--- config.mk ---
export PLATFORM = sky130hd
export DESIGN_NAME = uart_receiver
export DESIGN_NICKNAME = d
export VERILOG_FILES = /design/src/rtl/uart_receiver.sv
export SDC_FILE = /design/constraint.sdc
export NUM_CORES = 1
export LEC_CHECK = 0
export ABC_CLOCK_PERIOD_IN_PS = 1800
export BUFFER_PORTS_ARGS = -buffer_cell sky130_fd_sc_hd__buf_2
export CAP_MARGIN = 10
export CELL_PAD_IN_SITES_DETAIL_PLACEMENT = 1
export CELL_PAD_IN_SITES_GLOBAL_PLACEMENT = 1
export CORE_UTILIZATION = 43
export CTS_CLUSTER_DIAMETER = 40
export DETAILED_ROUTE_END_ITERATION = 7
export GPL_ROUTABILITY_DRIVEN = 0
export MAX_ROUTING_LAYER = met4
export PLACE_DENSITY = 0.77
export REMOVE_ABC_BUFFERS = 1
export SYNTH_ARGS = -nofsm -noshare
export SYNTH_HDL_FRONTEND = slang
export SYNTH_SLANG_ARGS = --single-unit
--- constraint.sdc ---
create_clock -name clk -period 1.8 [get_ports clk]
set_input_delay 0.36 -clock clk [delete_from_list [all_inputs] [get_ports clk]]
set_output_delay 0.36 -clock clk [all_outputs]
set_load 0.1 [all_outputs]
--- src/rtl/uart_receiver.sv ---
// 8N1 UART receiver: a two-flop synchroniser, then mid-bit sampling; no backpressure, so one-cycle valid/framing-error pulses.
// Latency: the valid pulse follows the mid-stop-bit sample by one cycle (two cycles of synchroniser delay up front).
module uart_receiver #(
  parameter int CLKS_PER_BIT = 10417
) (
  input  logic       clk,
  input  logic       rst_n,
  input  logic       i_rx,
  output logic [7:0] o_data_byte,
  output logic       o_data_valid,
  output logic       o_frame_err,
  output logic       o_active
);

  localparam logic [15:0] C_LAST = 16'(CLKS_PER_BIT - 1);
  localparam logic [15:0] C_HALF = 16'((CLKS_PER_BIT - 1) / 2);

  typedef enum logic [2:0] {
    S_IDLE      = 3'd0,
    S_START     = 3'd1,
    S_DATA      = 3'd2,
    S_STOP      = 3'd3,
    S_WAIT_HIGH = 3'd4
  } state_t;

  state_t      r_state;
  state_t      w_state_nxt;
  logic        r_sync1;
  logic        r_sync2;
  logic [15:0] r_cnt;
  logic [15:0] w_cnt_nxt;
  logic [2:0]  r_idx;
  logic [2:0]  w_idx_nxt;
  logic [7:0]  r_shift;
  logic [7:0]  w_shift_nxt;
  logic [7:0]  r_byte;
  logic [7:0]  w_byte_nxt;
  logic        r_valid;
  logic        w_valid_nxt;
  logic        r_err;
  logic        w_err_nxt;
  logic        r_active;
  logic        w_active_nxt;
  logic        w_rx_s;
  logic        w_half_hit;
  logic        w_bit_hit;

  assign w_rx_s     = r_sync2;
  assign w_half_hit = (r_cnt == C_HALF);
  assign w_bit_hit  = (r_cnt == C_LAST);

  always_ff @(posedge clk or negedge rst_n) begin
    if (!rst_n) begin
      r_sync1  <= 1'b1;
      r_sync2  <= 1'b1;
      r_state  <= S_IDLE;
      r_cnt    <= '0;
      r_idx    <= '0;
      r_shift  <= '0;
      r_byte   <= '0;
      r_valid  <= 1'b0;
      r_err    <= 1'b0;
      r_active <= 1'b0;
    end else begin
      r_sync1  <= i_rx;
      r_sync2  <= r_sync1;
      r_state  <= w_state_nxt;
      r_cnt    <= w_cnt_nxt;
      r_idx    <= w_idx_nxt;
      r_shift  <= w_shift_nxt;
      r_byte   <= w_byte_nxt;
      r_valid  <= w_valid_nxt;
      r_err    <= w_err_nxt;
      r_active <= w_active_nxt;
    end
  end

  always_comb begin
    w_state_nxt = r_state;
    case (r_state)
      S_IDLE:      if (!w_rx_s) w_state_nxt = S_START;
      S_START:     if (w_half_hit) w_state_nxt = w_rx_s ? S_IDLE : S_DATA;
      S_DATA:      if (w_bit_hit && (r_idx == 3'd7)) w_state_nxt = S_STOP;
      // Leaving at mid-stop leaves half a bit to catch a back-to-back start edge.
      S_STOP:      if (w_bit_hit) w_state_nxt = w_rx_s ? S_IDLE : S_WAIT_HIGH;
      S_WAIT_HIGH: if (w_rx_s) w_state_nxt = S_IDLE;
      default:     w_state_nxt = S_IDLE;
    endcase
  end

  always_comb begin
    w_cnt_nxt    = r_cnt;
    w_idx_nxt    = r_idx;
    w_shift_nxt  = r_shift;
    w_byte_nxt   = r_byte;
    w_valid_nxt  = 1'b0;
    w_err_nxt    = 1'b0;
    w_active_nxt = r_active;
    case (r_state)
      S_IDLE: begin
        w_cnt_nxt = '0;
        w_idx_nxt = '0;
        if (!w_rx_s) w_active_nxt = 1'b1;
      end
      S_START: begin
        if (w_half_hit) begin
          w_cnt_nxt = '0;
          if (w_rx_s) w_active_nxt = 1'b0;
        end else begin
          w_cnt_nxt = r_cnt + 16'd1;
        end
      end
      S_DATA: begin
        if (w_bit_hit) begin
          w_shift_nxt[r_idx] = w_rx_s;
          w_cnt_nxt          = '0;
          w_idx_nxt          = r_idx + 3'd1;
        end else begin
          w_cnt_nxt = r_cnt + 16'd1;
        end
      end
      S_STOP: begin
        if (w_bit_hit) begin
          w_cnt_nxt    = '0;
          w_active_nxt = 1'b0;
          if (w_rx_s) begin
            w_byte_nxt  = r_shift;
            w_valid_nxt = 1'b1;
          end else begin
            w_err_nxt = 1'b1;
          end
        end else begin
          w_cnt_nxt = r_cnt + 16'd1;
        end
      end
      S_WAIT_HIGH: begin
        w_cnt_nxt    = '0;
        w_active_nxt = 1'b0;
      end
      default: begin
        w_cnt_nxt    = '0;
        w_idx_nxt    = '0;
        w_active_nxt = 1'b0;
      end
    endcase
  end

  assign o_data_byte  = r_byte;
  assign o_data_valid = r_valid;
  assign o_frame_err  = r_err;
  assign o_active     = r_active;

endmodule
; ---- Word-level counts from Yosys, hierarchy flattened
; Cells that the tools add are included.
[totals]
regBits = 43
romBits = 0
ramBits = 0
mem_count = 0
output_inout_bits = 11
wordCells = 67
latchBits = 0
[op_classes]
div_mod_pow = 0
bitwise = 2
reduce_logical = 10
n_shift = 0
mux = 27
addsub = 2
eq_ne = 14
order_cmp = 2
n_mul = 0
[op_table]
columns = op, n
row1 = $mux 16, 2
row2 = $pmux 16 s2, 1
row3 = $mux 3, 7
row4 = $add 16x1->16 const B, 1
row5 = $eq 16x13->1 const B, 1
row6 = $eq 16x14->1 const B, 1
row7 = $pmux 3 s5, 1
row8 = $ne 2x2->1 const B, 7
row9 = $mux 1, 11
row10 = $reduce_and 5->1, 2
row11 = $bwmux 8, 1
row12 = $eq 3x2->1 const B, 2
row13 = $eq 3x3->1 const B, 2
row14 = $pmux 3 s2, 1
row15 = $lt 3x4->1 const B, 1
row16 = $pmux 1 s4, 1
row17 = $reduce_and 2->1, 2
row18 = $add 3x1->3 const B, 1
row19 = $demux 1 s3, 1
row20 = $eq 3x1->1 const B, 1
row21 = $ge 3x1->1 const B, 1
row22 = $logic_not 3->1, 1
row23 = $reduce_and 3->1, 1
row24 = $reduce_or 3->1, 1
row25 = other kinds (4), 6

; ---- Depth between registers and ports, before layout
[logic_depth]
word_depth = 5
depth_mapped = 7
depth_no_buf = 6

; ---- Worst setup path before layout
; No wires, ideal clock.
[synth_timing]
kind = flip-flop to flip-flop
start = register r_cnt[9]
end = register r_shift[1]
setup_ns = 0.125
t_arrival_ns = 1.809
period_less_slack_ns = 1.934
path_buffers = 0
stages_incl_launch_ff = 5
path_slack_ns = -0.134
path_cell_list = dfrtp_1 or4_4 nor4_4 nor4b_2 mux2_2
[synth_between]
elab_chain_len = 2
[synth_rtl]
columns = element, line_no
row1 = from (decl), 30  ; logic [15:0] r_cnt;
row2 = from (signal assigned), 68  ; r_cnt <= w_cnt_nxt;
row3 = $eq 16x14->1, 50  ; assign w_bit_hit = (r_cnt == C_LAST);
row4 = $reduce_and 2->1 (no line), --
row5 = to (signal assigned), 70  ; r_shift <= w_shift_nxt;
row6 = to (decl), 34  ; logic [7:0] r_shift;
; No other way between the ends.
; A chain may end at the register's enable or synchronous reset.

; ---- Worst setup path after layout
[layout_timing]
start = register r_cnt[12]
end = register r_byte[2] (netlist: o_data_byte[2])
[layout_between]
elab_chain_len = 2
[layout_rtl]
columns = element, line_no
row1 = $eq 16x14->1, 50
row2 = $reduce_and 3->1 (no line), --
row3 = to (signal assigned), 71  ; r_byte <= w_byte_nxt;
row4 = to (decl), 36  ; logic [7:0] r_byte;
; No other way between the ends.

==> results by group <==
Detailed routing
  • Vias per inst: between 5 and 6
  • Drt pass-1 iters: 4
  • Routed Antenna Nets: 0
  • Residual DRC: 0
  • DR WL/cell: 22.0 microns
  • Vias: between 1,500 and 2,000
  • Initial DRC Count: 112
  • Total Wirelength: 7.00 mm

Yosys
  • Synth async-reset ratio: 100%
  • Yosys cell types: 45
  • Synth Warn #: 0
  • Main synth FF type: dfrtp_1
  • Top cells by area in the synthesized netlist: dfrtp_1, mux2_2, nor2_1, xnor2_1, ha_1
  • Post-synthesis cell count: 196
  • Syn avg cell area: 11.0 sq um
  • Synth Register Bits: 43
  • Post-Syn Area: between 0.002 and 0.0025 sq mm
  • Yosys top cell by area: dfrtp_1
  • Post-synthesis sequential area ratio: 49.9%
  • Top cell type's share of synthesized area: 47.5%
  • Post-synth EDFFs: 0

STA
  • RSZ-0062 raised after global routing: true
  • Worst Hold Slack: 6.68 ps
  • Fmax: around 0.50 GHz
  • Layout Skew: 14.4 ps
  • Final Max Slew Viols: 0
  • Max-slew headroom: 65.7%
  • Worst Max-Slew Pin Slew: 514 ps
  • Tmin final: roughly 2000 ps
  • Final Worst Setup Slack: -193 ps
  • Endpoints failing setup: 24
  • Setup TNS Final: -2900 ps
  • Tcrit/Tclk final: 111%
  • Final Hold Violating Endpoints: 0

Die
  • Row cnt: 25
  • Die Y: 72.9 microns
  • Starting Density: about 45%
  • Chip width: 72.9 microns
  • I/O pin count: 14
  • CORE AREA: 0.00479 sq mm
  • Die area: approximately 0.0053 sq mm

Clock network
  • Clock root buffer: clkbuf_8
  • Clock transition at path regs: 90 ps
  • # clock sinks: 43
  • H-tree depth: 2
  • Max Root-Sink Buffers: 2
  • Number of CTS-inserted buffers: 5
  • TritonCTS clock tree: done
  • Clk_lat worst skew: about 310 ps

Global route
  • GRT Residual Overflow: 0
  • Total GRT Usage: 27.1%
  • Vias in the first global route: 1,985
  • Initial antenna violation count: 0
  • First-pass GRT wire length: 10.3 mm
  • Largest net degree at the start of global routing: 24

Hold path
  • Hold Crit Class: in -> async

Critical path
  • Required @ worst endpoint: roughly 2000 ps
  • Slowest cell on the critical path: or4b_4
  • R2r worst-path depth: 4
  • CP Capture Type: flip-flop
  • Max incr delay on CP: 580 ps
  • CP Launch Type: flip-flop
  • Critical path arrival: about 2200 ps
  • Crit path max fanout: 8
  • Crit-path cells: or4b_4, nor3_2, nand4_4, mux2_2
  • Worst R2R Setup Slack: -190 ps
  • Reg2reg end: o_data_byte[2]$_DFFE_PN0P_
  • Reg2reg start: r_cnt[12]$_DFF_PN0_
  • Critical path type: reg -> reg

Placed design
  • Buffers on Ports: 13
  • Pre-CTS setup slack: -265 ps
  • Placed cell count: a little over 300
  • DP Wirelength: 4.11 mm

Power and ir drop
  • Register share of total power: a little under three fifths
  • Switching power: between 0.0003 and 0.0004 W
  • P_int: 0.00139 W
  • Combinational power share: 1.6%
  • Switch share: between 20 and 25%
  • Pwr/cell area: 606 mW/mm^2
  • VDD IR max: 0.448 mV
  • Leakage: around 1.3 nW
  • Clock share of power: 43.4%

Outcome
  • Failing checks: setup timing
  • Outcome: finished with violations

Cells and area
  • Share of cells above drive strength 1: 42.2%
  • Area Growth Syn to Fin: 35.4%
  • Cell Count, Final, Fillers Out: 318
  • Final Net Count: 258
  • Final core occ: approximately three fifths
  • ANT cells: 0

Flow run
  • MaxCap Viol Count: 0
[worst max-delay path: cells and delay by family, from the launching register on]
kind	cells	cell delay, ps
flops	1	460
simple gates	3	1070
mux	1	340
[power groups by stage]
stage	logic (W)	clock network, W	registers [W]
floorplan	0.00000342	0	0.000992
global placement	0.0000269	0	0.000994
detailed placement	0.0000294	0	0.000994
CTS	0.0000292	0.000778	0.000975
global route	0.0000322	0.000811	0.000976
finish	0.0000278	0.000770	0.000975
[sequential cells by signal, indices dropped and copies added (netlist names)]
name,cells
o_data_byte,8
r_sync2,1
o_active,1
o_frame_err,1
r_sync1,1
r_state,3
r_shift,8
r_idx,3
o_data_valid,1
r_cnt,16
[area by class of cell]
type	instances	area (sq um)
Clock buffer	6	72.6
Clock inverter	2	37.5
Fill cell	519	1860
Inverter	9	33.8
Multi-Input combinational cell	136	1220
Sequential cell	43	1080
Tap cell	67	83.8
Timing Repair Buffer	55	400
[metal layers]
metal	track usage, %	up-vias	share of wire [%]
li1	-	820	-
met1	33.3	1003	42
met2	45.9	41	54
met3	4.01	10	2.8
met4	8.93	0	1.4
met5	-	-	0
[what timing repair did]
action | CTS | global route
gates resized for setup | 20 | 13
pin swaps | 6 | 4
setup buffers | 4 | 3
hold buffers | 0 | 0
endpoints found under the setup margin | 37 | 38
hold endpoints to repair | 0 | 0
[per-stage QoR]
step / area (sq um) / total power (W)
global route: 2930 / 0.00182
CTS: 2830 / 0.00178
global placement: 2550 / 0.00102
floorplan: 2130 / 0.000995
finish: 2930 / 0.00177
detailed placement: 2550 / 0.00102
[Yosys cell counts (2+ instances only)]
master     n
or3_1      2
o22ai_1    2
nand3_1   12
nor3_1     4
xnor2_1    9
a41oi_1    2
buf_2      2
xor2_1     5
o21ai_0    3
dfrtp_1   41
a21oi_1    5
ha_1       5
or3b_2     2
nor4bb_1   2
dfstp_2    2
nand2_1    5
nor4_1    10
inv_1      9
nand4_1    7
nand4b_1   2
mux2_2    16
nor2_1    21
nor4b_2    2
clkbuf_1   5
[cells by family (layout without fill, tap and decap cells)]
logic type                 after synthesis  after routing  share of synthesized area [%]
AOI/OAI and AO/OA                       16             16                           4.80
xor gates and xnor gates                14             14                           5.67
adders and majority gates                5              5                           2.89
buffers and inverters                   17             72                           3.24
DFF                                     43             43                           49.9
muxes                                   16             16                           8.33
and+or+nand+nor                         85             85                           25.2
[layout by cell type, fill, tap and decap left out, drive strengths merged, types with 6 or more instances in the layout]
| cell type | count |
|---|---|
| nor2 | 22 |
| nand3 | 12 |
| dfrtp | 41 |
| buf | 55 |
| mux2 | 16 |
| xnor2 | 9 |
| nand4 | 8 |
| inv | 9 |
| nor4 | 11 |
| clkbuf | 6 |
[worst max path at each step]
stage                                   start                         end  slack (ps)  cells past startpoint
after floorplan            r_cnt[9]$_DFF_PN0_      r_shift[1]$_DFFE_PN0P_        -130                      4
after global placement    r_cnt[10]$_DFF_PN0_      r_shift[4]$_DFFE_PN0P_        -120                      4
after detailed placement  r_cnt[10]$_DFF_PN0_      r_shift[3]$_DFFE_PN0P_        -270                      4
after CTS                 r_cnt[10]$_DFF_PN0_  o_data_byte[2]$_DFFE_PN0P_        -150                      4
after global routing      r_cnt[12]$_DFF_PN0_  o_data_byte[2]$_DFFE_PN0P_        -250                      4
final                     r_cnt[12]$_DFF_PN0_  o_data_byte[2]$_DFFE_PN0P_        -190                      4
(Power assumes the default switching activity.)
